$ cat src/rtl/amp_mod_multichannel.sv
// Multichannel amplitude stage: scales each voice by its envelope and a slewed master gain
// through one time-shared multiplier, then emits all channel results plus their average.
module amp_mod_multichannel #(
  parameter int CHANNELS  = 4,
  parameter int DATA_W    = 8,
  parameter int SLEW_STEP = 16
) (
  input  logic                         clk,
  input  logic                         rst_n,
  input  logic                         sample_valid,
  output logic                         sample_ready,
  input  logic [CHANNELS*DATA_W-1:0]   waveform_in,
  input  logic [CHANNELS*DATA_W-1:0]   envelope_in,
  input  logic [DATA_W-1:0]            master_amplitude,
  output logic [CHANNELS*DATA_W-1:0]   amplitude_out,
  output logic [DATA_W-1:0]            mix_out,
  output logic                         out_valid,
  output logic [DATA_W-1:0]            gain_out
);

  localparam int LOG2C = $clog2(CHANNELS);
  localparam int IDX_W = (LOG2C == 0) ? 1 : LOG2C;
  localparam int SUM_W = DATA_W + LOG2C;
  localparam logic [DATA_W:0]  STEP = (DATA_W+1)'(SLEW_STEP);
  localparam logic [IDX_W-1:0] LAST = IDX_W'(CHANNELS - 1);

  typedef enum logic [1:0] {IDLE, MUL_ENV, MUL_GAIN, MIX} state_t;

  state_t                       r_state;
  logic [IDX_W-1:0]             r_idx;
  logic [CHANNELS*DATA_W-1:0]   r_wave;
  logic [CHANNELS*DATA_W-1:0]   r_env;
  logic [CHANNELS*DATA_W-1:0]   r_res;
  logic [CHANNELS*DATA_W-1:0]   r_amp;
  logic [DATA_W-1:0]            r_stage1;
  logic [DATA_W-1:0]            r_gain;
  logic [DATA_W-1:0]            r_mix;
  logic                         r_valid;

  logic [DATA_W-1:0]            w_op_a;
  logic [DATA_W-1:0]            w_op_b;
  logic [2*DATA_W-1:0]          w_prod;
  logic [DATA_W-1:0]            w_prod_hi;
  logic [SUM_W-1:0]             w_sum;
  logic [DATA_W-1:0]            w_mix;
  int                           w_base;

  // Move the gain toward the target by at most STEP per accepted frame.
  function automatic logic [DATA_W-1:0] slew_gain(input logic [DATA_W-1:0] cur,
                                                  input logic [DATA_W-1:0] tgt);
    logic [DATA_W:0] diff;
    if (SLEW_STEP == 0) return tgt;
    if (tgt >= cur) begin
      diff = {1'b0, tgt} - {1'b0, cur};
      return (diff <= STEP) ? tgt : cur + STEP[DATA_W-1:0];
    end
    diff = {1'b0, cur} - {1'b0, tgt};
    return (diff <= STEP) ? tgt : cur - STEP[DATA_W-1:0];
  endfunction

  assign w_base = int'(r_idx) * DATA_W;

  always_comb begin
    w_op_a = r_wave[w_base +: DATA_W];
    w_op_b = r_env[w_base +: DATA_W];
    if (r_state == MUL_GAIN) begin
      w_op_a = r_stage1;
      w_op_b = r_gain;
    end
  end

  assign w_prod    = {{DATA_W{1'b0}}, w_op_a} * {{DATA_W{1'b0}}, w_op_b};
  assign w_prod_hi = DATA_W'(w_prod >> DATA_W);

  always_comb begin
    w_sum = '0;
    for (int c = 0; c < CHANNELS; c++) begin
      w_sum = w_sum + SUM_W'(r_res[c*DATA_W +: DATA_W]);
    end
  end

  assign w_mix = DATA_W'(w_sum >> LOG2C);

  always_ff @(posedge clk or negedge rst_n) begin
    if (!rst_n) begin
      r_state  <= IDLE;
      r_idx    <= '0;
      r_wave   <= '0;
      r_env    <= '0;
      r_res    <= '0;
      r_amp    <= '0;
      r_stage1 <= '0;
      r_gain   <= '0;
      r_mix    <= '0;
      r_valid  <= 1'b0;
    end else begin
      r_valid <= 1'b0;
      case (r_state)
        IDLE: begin
          if (sample_valid) begin
            r_wave  <= waveform_in;
            r_env   <= envelope_in;
            r_gain  <= slew_gain(r_gain, master_amplitude);
            r_idx   <= '0;
            r_state <= MUL_ENV;
          end
        end
        MUL_ENV: begin
          r_stage1 <= w_prod_hi;
          r_state  <= MUL_GAIN;
        end
        MUL_GAIN: begin
          r_res[w_base +: DATA_W] <= w_prod_hi;
          if (r_idx == LAST) begin
            r_state <= MIX;
          end else begin
            r_idx   <= r_idx + IDX_W'(1);
            r_state <= MUL_ENV;
          end
        end
        MIX: begin
          r_amp   <= r_res;
          r_mix   <= w_mix;
          r_valid <= 1'b1;
          r_state <= IDLE;
        end
        default: r_state <= IDLE;
      endcase
    end
  end

  assign sample_ready  = (r_state == IDLE);
  assign amplitude_out = r_amp;
  assign mix_out       = r_mix;
  assign out_valid     = r_valid;
  assign gain_out      = r_gain;

endmodule

$ cat config.mk
export PLATFORM = sky130hd
export DESIGN_NAME = amp_mod_multichannel
export DESIGN_NICKNAME = d
export VERILOG_FILES = /design/src/rtl/amp_mod_multichannel.sv
export SDC_FILE = /design/constraint.sdc
export NUM_CORES = 1
export LEC_CHECK = 0
export ABC_AREA = 1
export CAP_MARGIN = 25
export CELL_PAD_IN_SITES_DETAIL_PLACEMENT = 2
export CELL_PAD_IN_SITES_GLOBAL_PLACEMENT = 2
export CORE_AREA = 2 2 161 163
export CTS_CLUSTER_SIZE = 30
export DETAILED_ROUTE_END_ITERATION = 10
export DIE_AREA = 0 0 163 165
export DONT_BUFFER_PORTS = 1
export PLACE_DENSITY = 0.9
export SLEW_MARGIN = 15
export SYNTH_ARGS = -nofsm -noshare
export SYNTH_HDL_FRONTEND = slang
export SYNTH_SLANG_ARGS = --single-unit
export TNS_END_PERCENT = 20
$ cat constraint.sdc
create_clock -name clk -period 16.52 [get_ports clk]
set_input_delay 4.956 -clock clk [delete_from_list [all_inputs] [get_ports clk]]
set_output_delay 4.956 -clock clk [all_outputs]
set_load 0.02 [all_outputs]
==> impl_metrics.ini <==
[worst_setup_path]
cp.buffers_inverters = 6
slowest_stage = inv_2
worstSetupEndpointType = flip-flop
critical_path.max_stage_delay_ns = 0.65
critPathLaunchType = flip-flop
crit_top_cell = nand2_1
critPathKind = flip-flop to flip-flop
cpLargestDelayFamily = adder cells
crit_arrival_ns = 7.39
cp.required_ns = 16.91
cp_max_fo = 50
rrSetupSlack_ns = 9.53

[global_route]
grt.total_usage_pct = 28.2
grt_pass1_vias = 10400
grt.overflow.total = 0
grt_pass1_wl_um = 57500
grt_max_degree = 158
antenna_found_initial = 0

[routing]
routed_wl_um = 35800
viasPerCell = 5.46
ant_nets = 0
wl_per_cell_um = 22.7
vias = 8631
drt_pass1_iterations = 5
remaining_drc_errors = 0
dr.first_iter.drc_count = 549

[floorplanning]
io-pin-count = 125
start_util_pct = 40.7
die_x_um = 163
die_h_um = 165
core_area_sq_um = 25000
die_area_sq_um = 26900
fp-row-count = 58

[final_layout]
layout.area.seq_sq_um = 3930
multi_input_area_sq_um = 5420
fillCellCount = 2840
area_growth_pct = 8.82
diodes = 0
layout.nets = 1429
drive_above_1_share_pct = 6.47

[sta]
rsz0062_at_grt = false
tightest_slew_ns = 1.03
post-route-period-util_pct = 42.3
drv_slew = 0
hold_viol_final = 0
finClkSkew_ns = 0.0139
tns_ns = 0
slew_headroom_pct = 30.7
setup_viol = 0
fmax_ghz = 0.143
finalCriticalPeriod_ns = 6.99

[logic_synthesis]
yosys_warnings = 0
synth_top_family_by_area = simple AND/OR/NAND/NOR gates
syn_inst = 1255
avgSynthCellArea_sq_um = 8.12
synth-simple-area-share_pct = 22.6
syn-cell-area_sq_um = 10200
synth_fp_nets = 1445
yosysSeqAreaShare_pct = 38.6
synth-seq-cells = 157
synth_mux_area_share_pct = 0
async_flop_share_pct = 100
synthAdderAreaFrac_pct = 17.9
synth-edff-count = 0
synth-compound-area-share_pct = 10.5
synthXorXnorAreaFrac_pct = 2.20
ys.flop_type = dfrtp_1
ys_types = 50

[cts]
clock_latency_ns = 0.46
postCtsHoldBufs = 0
cts.clk_slew.worst_paths_ns = 0.08
cts-root-buf = clkbuf_16
postCtsSetupBuffers = 0
htreeDepth = 4
cts_tree = yes
post_cts_resized = 0
cts_inserted_buffers = 17
ctsLongestPathBuffers = 2
cts.sinks = 157

[placement]
io_buffers = 0
gp_congestion = 0.848
hpwl_um = 25400

[job]
drv_cap = 0

[min_path]
min_path_type = flip-flop to flip-flop

[outcome]
outcome = finished clean
==> Yosys cell counts (2+ instances only) <==
| master | number | share of area, % |
|---|---|---|
| nand2_1 | 379 | 14 |
| inv_1 | 168 | 6.2 |
| dfrtp_1 | 157 | 39 |
| o21ai_0 | 116 | 5.7 |
| nor2_1 | 88 | 3.2 |
| ha_1 | 64 | 7.9 |
| fa_1 | 51 | 10 |
| nand3_1 | 45 | 2.2 |
| clkbuf_1 | 29 | 1.1 |
| a21oi_1 | 23 | 1.1 |
| xor2_1 | 16 | 1.4 |
| nand4_1 | 14 | 0.86 |
| o22ai_1 | 14 | 0.86 |
| nand2_2 | 8 | 0.49 |
| o21ai_1 | 8 | 0.39 |
| buf_2 | 7 | 0.34 |
| a21o_1 | 6 | 0.44 |
| nor2_2 | 5 | 0.31 |
| a31oi_1 | 4 | 0.25 |
| inv_2 | 4 | 0.15 |
| nand3_2 | 4 | 0.39 |
| nor3_1 | 4 | 0.20 |
| xnor2_1 | 4 | 0.34 |
| o21ai_2 | 3 | 0.26 |
| xor2_2 | 3 | 0.48 |
| a211oi_1 | 2 | 0.15 |
| buf_4 | 2 | 0.15 |
| buf_6 | 2 | 0.22 |
| nand2_4 | 2 | 0.22 |
| o21a_1 | 2 | 0.15 |
| o31ai_1 | 2 | 0.15 |
==> worst reg2reg max path, stage by stage (launching register included) <==
cell,delay (ns)
dfrtp_1,0.36
buf_4,0.32
inv_2,0.66
o21ai_0,0.21
o22ai_1,0.19
nand2_1,0.07
o21ai_0,0.40
inv_1,0.30
nor2_1,0.24
fa_1,0.45
fa_1,0.54
fa_1,0.55
inv_1,0.05
fa_1,0.54
inv_1,0.04
ha_1,0.37
nand2_1,0.18
inv_1,0.08
a21boi_0,0.37
nor2_1,0.08
a211oi_1,0.26
nand2_1,0.09
nand2_1,0.06
nand2_1,0.11
nor2_2,0.19
nand3_1,0.12
nand2_1,0.11
==> cells by family after synthesis <==
group	Yosys count
fa+ha+maj	115
flops	157
simple gates	555
xor+xnor	23
buf+inv	215
compound gates	190
==> path summary, 6_finish.rpt <==
check,depth (start not counted),start,to
max reg2reg,26,r_idx[0],r_res[15]
min reg2reg,2,r_env[10],r_env[10]
min in group asynchronous,0,rst_n,mix_out[0]
max,26,r_idx[0],r_res[15]
max in group asynchronous,0,rst_n,r_wave[12]
min,2,r_env[10],r_env[10]
==> registers in the layout, summed over array words and instances, names as in the netlist <==
name and count:
r_wave 32, gain_out 8, r_state 2, out_valid 1
r_env 32, amplitude_out 32, r_res 32, r_stage1 8
mix_out 8, r_idx 2
==> metal layers <==
metal,vias to the layer above,share of wire (%),track usage (%)
met5,-,0,0
met4,0,3.8,12.6
met3,87,3.6,4.67
met2,220,54,53.9
met1,4417,39,30.4
li1,3907,-,-
==> placed cells by master, fill, tap and decap left out, drive strengths merged, types with 2 or more instances in the layout <==
cell type / n
a211oi: 2
buf: 6
nand4: 14
ha: 64
dfrtp: 157
fa: 51
o21ai: 127
o21bai: 3
a21o: 6
nor3: 4
a21oi: 24
clkinv: 8
o31ai: 2
inv: 180
xor2: 19
o211ai: 2
clkbuf: 17
a31oi: 5
nand3: 50
a21boi: 2
o22ai: 14
xnor2: 4
nor2: 94
o21a: 2
nand2: 389
==> final cells by class <==
class                           instances  area share (%)
Clock buffer                           17            3.84
Clock inverter                         15            1.74
Inverter                              174            5.91
Multi-Input combinational cell        883            48.9
Sequential cell                       157            35.4
Tap cell                              330            3.73
Timing Repair Buffer                    6           0.406
==> stage by stage <==
| step | hold WS [ns] | utilization, % | cells | worst slack (ns) | area [sq um] |
|---|---|---|---|---|---|
| global placement | 0.458 | 41.8 | 1549 | 9.46 | 10500 |
| CTS | 0.487 | 44.2 | 1581 | 9.52 | 11100 |
| detailed placement | 0.468 | 41.8 | 1549 | 9.24 | 10500 |
| global route | 0.520 | 44.3 | 1582 | 9.06 | 11100 |
| finish | 0.484 | 44.3 | 1582 | 9.53 | 11100 |
| floorplan | 0.444 | - | 1255 | 9.79 | 10200 |
Power is not shown: default switching activity piles up to over one toggle a cycle in this logic, so the estimate is an artifact.
